**src/rtl/game_round_sequencer.sv**
```systemverilog
// -----------------------------------------------------------------------------
// game_round_sequencer
//
// Round and score controller for the bouncing-ball game. It sits above the
// ball motion engine. It gates ball motion (ball_run) and re-serves the ball
// (ball_engine_rst). It watches the ball X position and the collision detector
// to award points and count rallies. The game ends when either side reaches
// WIN_SCORE.
//
// Every output is registered. An input event therefore shows up on the
// outputs exactly one clock later. There is a single clock domain.
//
// Ports
//   clk_25MHZ          in   1        pixel clock
//   reset              in   1        synchronous, active-high, overrides all
//   upscale            in   1        1: 640-wide field, 0: 320-wide field
//   start_btn          in   1        debounced start level (rising edge used)
//   frame_tick         in   1        one-cycle pulse per video frame
//   ball_x_in          in   10       current ball X from the motion engine
//   collision_detected in   1        paddle/ball hit level
//   ball_run           out  1        motion engine may move the ball
//   ball_engine_rst    out  1        one-cycle pulse: re-serve the ball
//   score_p            out  SCORE_W  player score (ball reached right edge)
//   score_c            out  SCORE_W  computer score (ball reached X==0)
//   rally_cnt          out  RALLY_W  hits in the current rally, saturating
//   game_over          out  1        high while in OVER
//   state_out          out  3        IDLE=0 SERVE=1 PLAY=2 POINT=3 OVER=4
// -----------------------------------------------------------------------------
module game_round_sequencer #(
   parameter int SCORE_W      = 4,
   parameter int WIN_SCORE    = 5,
   parameter int SERVE_FRAMES = 60,
   parameter int POINT_FRAMES = 30,
   parameter int RALLY_W      = 8
) (
   input  logic               clk_25MHZ,
   input  logic               reset,
   input  logic               upscale,
   input  logic               start_btn,
   input  logic               frame_tick,
   input  logic [9:0]         ball_x_in,
   input  logic               collision_detected,
   output logic               ball_run,
   output logic               ball_engine_rst,
   output logic [SCORE_W-1:0] score_p,
   output logic [SCORE_W-1:0] score_c,
   output logic [RALLY_W-1:0] rally_cnt,
   output logic               game_over,
   output logic [2:0]         state_out
);

   // Shared frame counter: one counter serves both SERVE and POINT, because
   // only one of those waits can be running at any time.
   localparam int FRAME_MAX = (SERVE_FRAMES > POINT_FRAMES) ? SERVE_FRAMES : POINT_FRAMES;
   localparam int FRAME_W   = $clog2(FRAME_MAX + 1);

   localparam logic [FRAME_W-1:0] SERVE_LAST = FRAME_W'(SERVE_FRAMES);
   localparam logic [FRAME_W-1:0] POINT_LAST = FRAME_W'(POINT_FRAMES);
   localparam logic [SCORE_W-1:0] WIN_VAL    = SCORE_W'(WIN_SCORE);

   // Right-edge threshold is the field width minus the 20-pixel ball width.
   localparam logic [9:0] R_EDGE_WIDE   = 10'd620;
   localparam logic [9:0] R_EDGE_NARROW = 10'd300;

   typedef enum logic [2:0] {
      ST_IDLE  = 3'd0,
      ST_SERVE = 3'd1,
      ST_PLAY  = 3'd2,
      ST_POINT = 3'd3,
      ST_OVER  = 3'd4
   } state_t;

   state_t state_reg, state_next;

   logic [FRAME_W-1:0] frame_reg,   frame_next;
   logic [SCORE_W-1:0] score_p_reg, score_p_next;
   logic [SCORE_W-1:0] score_c_reg, score_c_next;
   logic [RALLY_W-1:0] rally_reg,   rally_next;

   logic start_d_reg;
   logic coll_d_reg;

   logic ball_run_reg,   ball_run_next;
   logic engine_rst_reg, engine_rst_next;
   logic game_over_reg,  game_over_next;

   logic               start_rise;
   logic               hit_rise;
   logic [9:0]         r_edge;
   logic [FRAME_W-1:0] frame_inc;
   logic               win_reached;

   // Edge detectors. The delayed copies are sampled every cycle in every
   // state, so a level held across a state change never reads as a new edge.
   assign start_rise  = start_btn & ~start_d_reg;
   assign hit_rise    = collision_detected & ~coll_d_reg;

   // upscale may change on any cycle; the threshold follows it directly.
   assign r_edge      = upscale ? R_EDGE_WIDE : R_EDGE_NARROW;
   assign frame_inc   = frame_reg + 1'b1;
   assign win_reached = (score_p_reg == WIN_VAL) || (score_c_reg == WIN_VAL);

   // --------------------------------------------------------------------
   // State and datapath registers
   // --------------------------------------------------------------------
   always_ff @(posedge clk_25MHZ) begin
      if (reset) begin
         state_reg      <= ST_IDLE;
         frame_reg      <= '0;
         score_p_reg    <= '0;
         score_c_reg    <= '0;
         rally_reg      <= '0;
         start_d_reg    <= 1'b0;
         coll_d_reg     <= 1'b0;
         ball_run_reg   <= 1'b0;
         engine_rst_reg <= 1'b0;
         game_over_reg  <= 1'b0;
      end else begin
         state_reg      <= state_next;
         frame_reg      <= frame_next;
         score_p_reg    <= score_p_next;
         score_c_reg    <= score_c_next;
         rally_reg      <= rally_next;
         start_d_reg    <= start_btn;
         coll_d_reg     <= collision_detected;
         ball_run_reg   <= ball_run_next;
         engine_rst_reg <= engine_rst_next;
         game_over_reg  <= game_over_next;
      end
   end

   // --------------------------------------------------------------------
   // Next-state and datapath update
   // --------------------------------------------------------------------
   always_comb begin
      state_next   = state_reg;
      frame_next   = frame_reg;
      score_p_next = score_p_reg;
      score_c_next = score_c_reg;
      rally_next   = rally_reg;

      case (state_reg)
         // A new game starts the same way from power-up and after a win.
         ST_IDLE, ST_OVER: begin
            if (start_rise) begin
               state_next   = ST_SERVE;
               frame_next   = '0;
               score_p_next = '0;
               score_c_next = '0;
               rally_next   = '0;
            end
         end

         ST_SERVE: begin
            if (frame_tick) begin
               if (frame_inc == SERVE_LAST) begin
                  state_next = ST_PLAY;
                  frame_next = '0;
               end else begin
                  frame_next = frame_inc;
               end
            end
         end

         // A fresh hit takes priority. When the ball touches the paddle on
         // the same cycle that X reads 0, the hit wins and no point is given.
         ST_PLAY: begin
            if (hit_rise) begin
               if (rally_reg != {RALLY_W{1'b1}}) begin
                  rally_next = rally_reg + 1'b1;
               end
            end else if (ball_x_in == 10'd0) begin
               if (score_c_reg < WIN_VAL) begin
                  score_c_next = score_c_reg + 1'b1;
               end
               state_next = ST_POINT;
               frame_next = '0;
            end else if (ball_x_in >= r_edge) begin
               if (score_p_reg < WIN_VAL) begin
                  score_p_next = score_p_reg + 1'b1;
               end
               state_next = ST_POINT;
               frame_next = '0;
            end
         end

         ST_POINT: begin
            if (frame_tick) begin
               if (frame_inc == POINT_LAST) begin
                  frame_next = '0;
                  if (win_reached) begin
                     state_next = ST_OVER;
                  end else begin
                     state_next = ST_SERVE;
                     rally_next = '0;
                  end
               end else begin
                  frame_next = frame_inc;
               end
            end
         end

         default: begin
            state_next = ST_IDLE;
            frame_next = '0;
         end
      endcase
   end

   // --------------------------------------------------------------------
   // Output decode
   // The outputs are decoded from the state being entered and then
   // registered. As a result they change on the same edge as state_out.
   // --------------------------------------------------------------------
   always_comb begin
      ball_run_next   = (state_next == ST_PLAY);
      game_over_next  = (state_next == ST_OVER);
      // Every entry into SERVE re-serves the ball: from IDLE, from OVER and
      // after a point.
      engine_rst_next = (state_next == ST_SERVE) && (state_reg != ST_SERVE);
   end

   assign ball_run        = ball_run_reg;
   assign ball_engine_rst = engine_rst_reg;
   assign score_p         = score_p_reg;
   assign score_c         = score_c_reg;
   assign rally_cnt       = rally_reg;
   assign game_over       = game_over_reg;
   assign state_out       = state_reg;

endmodule

```
**config.mk**
```make
export PLATFORM = sky130hd
export DESIGN_NAME = game_round_sequencer
export DESIGN_NICKNAME = d
export VERILOG_FILES = /design/src/rtl/game_round_sequencer.sv
export SDC_FILE = /design/constraint.sdc
export NUM_CORES = 1
export LEC_CHECK = 0
export CAP_MARGIN = 20
export CORE_ASPECT_RATIO = 0.6
export CORE_UTILIZATION = 53
export CTS_BUF_LIST = sky130_fd_sc_hd__clkbuf_4
export CTS_CLUSTER_DIAMETER = 150
export DETAILED_ROUTE_END_ITERATION = 8
export GPL_TIMING_DRIVEN = 1
export PLACE_DENSITY_LB_ADDON = 0.12
export SLEW_MARGIN = 20
export SYNTH_ARGS = -nofsm -noshare
export SYNTH_HDL_FRONTEND = slang
export SYNTH_SLANG_ARGS = --single-unit
```
**constraint.sdc**
```tcl
create_clock -name clk_25MHZ -period 3.13 [get_ports clk_25MHZ]
set_clock_uncertainty 0.15 [all_clocks]
set_input_delay 0.4695 -clock clk_25MHZ [delete_from_list [all_inputs] [get_ports clk_25MHZ]]
set_output_delay 0.4695 -clock clk_25MHZ [all_outputs]
set_load 0.01 [all_outputs]
```
==> flow_metrics.tcl, run 1 <==
set metrics [dict create \
    result_of_the_run "finished clean" \
    chipHeight_um 47.9 \
    drt-met1-wl_um 2360 \
    antenna_diode_count 0 \
    final.min_clock_period_ns 2.64 \
    cts-root-buf "sky130_fd_sc_hd__clkbuf_4" \
    synth.avg_cell_area_sq_um 8.12 \
    achievable-frequency_mhz 379 \
    critical_path_peak_fanout 5 \
    cts.clk_slew.worst_paths_ns 0.10 \
    vias_post_dr 1869 \
    synthCells 229 \
    cts_resized 0 \
    initial_core_util 0.563 \
    postRouteAntennaNets 0 \
    period_share 0.843 \
    post_synthesis_cell_type_count 49 \
    port-buffer-count 37 \
    grt.total_usage 0.254 \
    antenna_found_initial 0 \
    netlist_area_before_placement_sq_mm 0.00186 \
    synth.net_count 258 \
    post_cts.repair.setup_buffers 0 \
    cts_htree_levels 2 \
    tritoncts.num_buffers 5 \
    path_class "input port to register" \
    timing.final.max_slew_violations 0 \
    dr.pass1.iters 5 \
    tritoncts "built" \
    met2_length_um 1770 \
    hpwl_um 3320 \
    worst_hold_path_stage_count 2 \
    critPathRequiredTime_ns 3.24 \
    synth_top_area_frac 0.323 \
    drt_wl_total_um 4460 \
    timing.reg2reg.setup_slack_ns 0.60 \
    critPathArrivalTime_ns 2.74 \
    grt_first_pass_wirelength_um 7040 \
    postSynth.topFlopCell "sky130_fd_sc_hd__dfxtp_1" \
    synth_top_cells_by_area "sky130_fd_sc_hd__dfxtp_1, sky130_fd_sc_hd__ha_1, sky130_fd_sc_hd__a21oi_1" \
    multi_input_comb_area_sq_mm 0.00117 \
    cp-start-kind "input port" \
    vdd.ir_drop.worst_mv 0.258 \
    design.portCount 38 \
    critical_path.endpoint_type "register" \
    layout.nets 299 \
    asyncSetResetFlopFracSynth 0 \
    postLayoutCellArea_sq_mm 0.00236 \
    worst_slew_pin_slew_ns 0.816 \
    synthesis_to_layout_area_growth_pct 27.1 \
    std_cell_rows 16 \
    topRoutingLayerUsed "met4" \
    place.gp.congestion 0.944 \
    clock_path_buffers 2 \
    post-route-util 0.715 \
    postPlaceCellArea_sq_mm 0.00228 \
    min-delay-path-class "register to register" \
    post_synthesis_register_bit_count 30 \
    pwr_density_cell_mw_per_mm2 340 \
    core_sq_mm 0.00330 \
    fin_setup_tns_ns 0 \
    die-width_um 78.5 \
    reg2regPathDepth 7 \
    synth_seq_area_share 0.323 \
    clkLatencyLatePin_ns 0.34 \
    clock_sink_count 30 \
    post-route-drc-count 0 \
    r2r-end "rally_cnt[4]" \
    max-slew-margin-rel 0.455 \
    flip_flop_count_of_the_largest_register_all_copies_and_words_added 8 \
    timing.final.hold_violations 0 \
    rsz0062_at_grt "no" \
    total_leakage_power_uw 0.000817 \
    grt.overflow.total 0 \
    finalHoldWorstSlack_ns 0.351 \
    wire_per_inst_um 14.1 \
    whs_endpoint "rally_cnt[4]" \
    flip_flop_and_latch_area_sq_um 601 \
    drt-initial-drc-count 99 \
    drive_above_1_share 0.0812 \
    synth-edff-count 0 \
    cts.hold.buffers_added 0 \
    grt_max_degree 23 \
    wl_met3_um 289 \
    n_fill_cell 271 \
    timing.max_cap.violations 0 \
    hold_path_startpoint "rally_cnt[4]" \
    timing.final.setup_violations 0 \
    via_count_of_the_first_global_routing_pass 1504 \
    reg2reg_start "frame_reg[0]" \
    detail_route.vias_per_cell 5.91 \
    synth_area_leader_cell "sky130_fd_sc_hd__dfxtp_1" \
    yosysWarningCount 0 \
    floorplan.die_area_sq_mm 0.00376 \
]
## cells by family after synthesis
| group | synth area share |
|---|---|
| simple gates | 0.289 |
| compound gates | 0.236 |
| mux | 0.0168 |
| flops | 0.323 |
| fa+ha+maj | 0.0875 |
| buf+inv | 0.0471 |
## layer usage
metal  vias up  GRT usage
li1        936          -
met1       865      0.375
met2        63      0.349
met3         5     0.0686
met4         0     0.0963
met5         -          0
## layout by cell type (no fill, tap or decap), types with 3 or more instances in the layout
cell                              netlist  layout
sky130_fd_sc_hd__clkdlybuf4s50_1        0      37
sky130_fd_sc_hd__inv_1                 13      13
sky130_fd_sc_hd__a31oi_1                4       4
sky130_fd_sc_hd__or3_1                  4       4
sky130_fd_sc_hd__nand4_1                6       6
sky130_fd_sc_hd__a211oi_1               3       3
sky130_fd_sc_hd__nor3_1                 4       4
sky130_fd_sc_hd__clkbuf_4               0       5
sky130_fd_sc_hd__and3_1                 3       3
sky130_fd_sc_hd__o31ai_1                8       8
sky130_fd_sc_hd__nand2b_1               5       5
sky130_fd_sc_hd__a21oi_1               21      21
sky130_fd_sc_hd__ha_1                  13      13
sky130_fd_sc_hd__nand2_1               15      15
sky130_fd_sc_hd__buf_4                  0       5
sky130_fd_sc_hd__nor2_1                18      18
sky130_fd_sc_hd__dfxtp_1               30      30
sky130_fd_sc_hd__or4_1                  9       9
sky130_fd_sc_hd__o21ai_0                9       9
sky130_fd_sc_hd__nand3_1               10      10
sky130_fd_sc_hd__a21o_1                 3       3
sky130_fd_sc_hd__nor2b_1                7       7
## how the worst max path moves through the flow
stage,start,endpoint,slack [ns],cells past startpoint
floorplan,ball_x_in[7],frame_reg[5],0.56,7
global placement,ball_x_in[7],frame_reg[5],0.20,7
detailed placement,ball_x_in[7],frame_reg[5],0.15,7
CTS,ball_x_in[7],frame_reg[5],0.50,7
global route,upscale,frame_reg[5],0.27,9
finish,ball_x_in[7],frame_reg[5],0.49,7
## metrics by stage
| stage | std cells | setup slack (ns) | power (uW) |
|---|---|---|---|
| final | 316 | 0.493 | 804 |
| after floorplan | 229 | 0.559 | 459 |
| after detailed placement | 308 | 0.147 | 504 |
| after global routing | 316 | 0.270 | 836 |
| after CTS | 316 | 0.498 | 810 |
| after global placement | 308 | 0.199 | 503 |
## area by class of cell
cell class,instances,share of cell area
Timing Repair Buffer,42,0.173
Tap cell,45,0.0238
Multi-Input combinational cell,178,0.496
Clock inverter,3,0.0169
Inverter,13,0.0207
Clock buffer,5,0.0159
Sequential cell,30,0.254
## cell usage after synthesis, drive strengths merged (7+ instances only)
| cell | count |
|---|---|
| inv | 13 |
| nor2 | 18 |
| ha | 13 |
| o21ai | 11 |
| o31ai | 8 |
| nand2 | 15 |
| nand3 | 10 |
| or4 | 10 |
| dfxtp | 30 |
| a21oi | 21 |
| nor2b | 7 |
## critical path, cell delays in order
cell and delay [ns]:
sky130_fd_sc_hd__clkdlybuf4s50_1 0.43, sky130_fd_sc_hd__or4_4 0.55, sky130_fd_sc_hd__nor4_4 0.24, sky130_fd_sc_hd__a211oi_1 0.11
sky130_fd_sc_hd__or2_1 0.30, sky130_fd_sc_hd__or4_1 0.51, sky130_fd_sc_hd__a21oi_1 0.14
## where the power goes
part / internal [uW] / switching, uW / total (uW)
registers: 386 / 5.58 / 391
clock network: 165 / 141 / 306
logic: 48.8 / 57.3 / 106
(Power assumes the default switching activity.)
==> run 2: changes to the inputs <==
- clock period: 3.13 -> 2.7 ns (I/O delays scaled with it)
==> flow_metrics.tcl, run 2 (synthesized netlist as in run 1, its figures left out) <==
set metrics [dict create \
    result_of_the_run "finished clean" \
    cts.hold.buffers_added 0 \
    p_int_uw 608 \
    antenna_found_initial 0 \
    drive_above_1_share 0.107 \
    post_cts.repair.setup_buffers 0 \
    flip_flop_count_of_the_largest_register_all_copies_and_words_added 8 \
    timing.max_cap.violations 0 \
    final.min_clock_period_ns 2.60 \
    dr.pass1.iters 5 \
    timing.final.setup_violations 0 \
    min-delay-path-class "register to register" \
    layout.nets 308 \
    clock_power_share 0.305 \
    chipHeight_um 47.9 \
    period_share 0.963 \
    stdcell_count 325 \
    total_leakage_power_uw 0.000836 \
    path_class "input port to register" \
    drt-initial-drc-count 148 \
    critPathRequiredTime_ns 2.83 \
    vias_post_dr 1916 \
    port-buffer-count 37 \
    post-route-util 0.728 \
    clock_sink_count 30 \
    postRouteAntennaNets 0 \
    vdd.ir_drop.worst_mv 0.316 \
    design_power_total_uw 853 \
    power_frac_comb 0.163 \
    timing.final.max_slew_violations 0 \
    via_count_of_the_first_global_routing_pass 1511 \
    pwr_density_cell_mw_per_mm2 355 \
    clock_path_buffers 2 \
    clkLatencyLatePin_ns 0.35 \
    cts.clk_slew.worst_paths_ns 0.09 \
    rsz0062_at_grt "no" \
    achievable-frequency_mhz 385 \
    hpwl_um 3580 \
    max-slew-margin-rel 0.641 \
    critical_path.endpoint_type "register" \
    critical_path_peak_fanout 4 \
    core_sq_mm 0.00330 \
    final_cell_mix "sky130_fd_sc_hd__clkdlybuf4s50_1, sky130_fd_sc_hd__dfxtp_1, sky130_fd_sc_hd__a21oi_1" \
    std_cell_rows 16 \
    cts-root-buf "sky130_fd_sc_hd__clkbuf_4" \
    floorplan.die_area_sq_mm 0.00376 \
    antenna_diode_count 0 \
    detail_route.vias_per_cell 5.90 \
    tritoncts "built" \
    place_inst 317 \
    finalHoldWorstSlack_ns 0.362 \
    grt_first_pass_wirelength_um 7480 \
    critPathArrivalTime_ns 2.73 \
    die-width_um 78.5 \
    drt_wl_total_um 4710 \
    grt.total_usage 0.270 \
    cts_htree_levels 2 \
    final_common_cell "sky130_fd_sc_hd__clkdlybuf4s50_1" \
    design.portCount 38 \
    worst_slew_pin_slew_ns 0.537 \
    grt.overflow.total 0 \
    p_sw_frac 0.287 \
    sequentialPowerShare 0.533 \
    post-route-drc-count 0 \
    initial_core_util 0.563 \
    synthesis_to_layout_area_growth_pct 29.3 \
    timing.final.hold_violations 0 \
    p_sw_uw 244 \
    place.gp.congestion 0.895 \
    cp-start-kind "input port" \
    wire_per_inst_um 14.5 \
    grt_max_degree 16 \
    tritoncts.num_buffers 5 \
]
## run 2: power groups by stage
stage | Combinational [uW] | Clock [uW] | Sequential, uW
floorplan | 70.2 | 0 | 461
global placement | 133 | 0 | 464
detailed placement | 136 | 0 | 464
CTS | 136 | 260 | 454
global route | 152 | 282 | 455
finish | 139 | 260 | 454
## run 2: worst paths after layout
kind | start | to | slack [ns] | cells past startpoint
worst max-delay path | ball_x_in[7] | frame_reg[5] | 0.1 | 7
worst min-delay path | rally_cnt[4] | rally_cnt[4] | 0.36 | 2
worst max register to register | frame_reg[0] | rally_cnt[7] | 0.19 | 7
worst min register to register | rally_cnt[4] | rally_cnt[4] | 0.36 | 2
## run 2: per-layer routing
layer,GRT usage,share of wire
met1,0.409,0.54
met2,0.361,0.39
met3,0.0724,0.058
met4,0.0926,0.011
met5,0,0
## run 2: critical path, cell delays in order
cell                              delay [ns]
sky130_fd_sc_hd__clkdlybuf4s50_1        0.44
sky130_fd_sc_hd__or4_4                  0.56
sky130_fd_sc_hd__nor4_4                 0.24
sky130_fd_sc_hd__a211oi_1               0.11
sky130_fd_sc_hd__or2_1                  0.28
sky130_fd_sc_hd__or4_1                  0.53
sky130_fd_sc_hd__a21oi_1                0.17
## run 2: metrics by stage
| stage | worst slack (ns) | setup TNS (ns) | area (sq um) |
|---|---|---|---|
| detailed placement | -0.237 | -0.423 | 2350 |
| finish | 0.0993 | 0 | 2400 |
| floorplan | 0.193 | 0 | 1860 |
| CTS | 0.103 | 0 | 2400 |
| global placement | -0.130 | -0.218 | 2350 |
| global route | 0.0175 | 0 | 2400 |
## run 2: cell type report
cell class                      count  area, sq um
Multi-Input combinational cell    178         1170
Fill cell                         288          898
Sequential cell                    30          601
Timing Repair Buffer               51          475
Tap cell                           45         56.3
Inverter                           13         48.8
Clock buffer                        5         37.5
Clock inverter                      3         11.3
## run 2: timing repair
item,CTS,global route
setup endpoints to repair,0,5
resized for setup,0,2
endpoints found under the hold margin,0,0
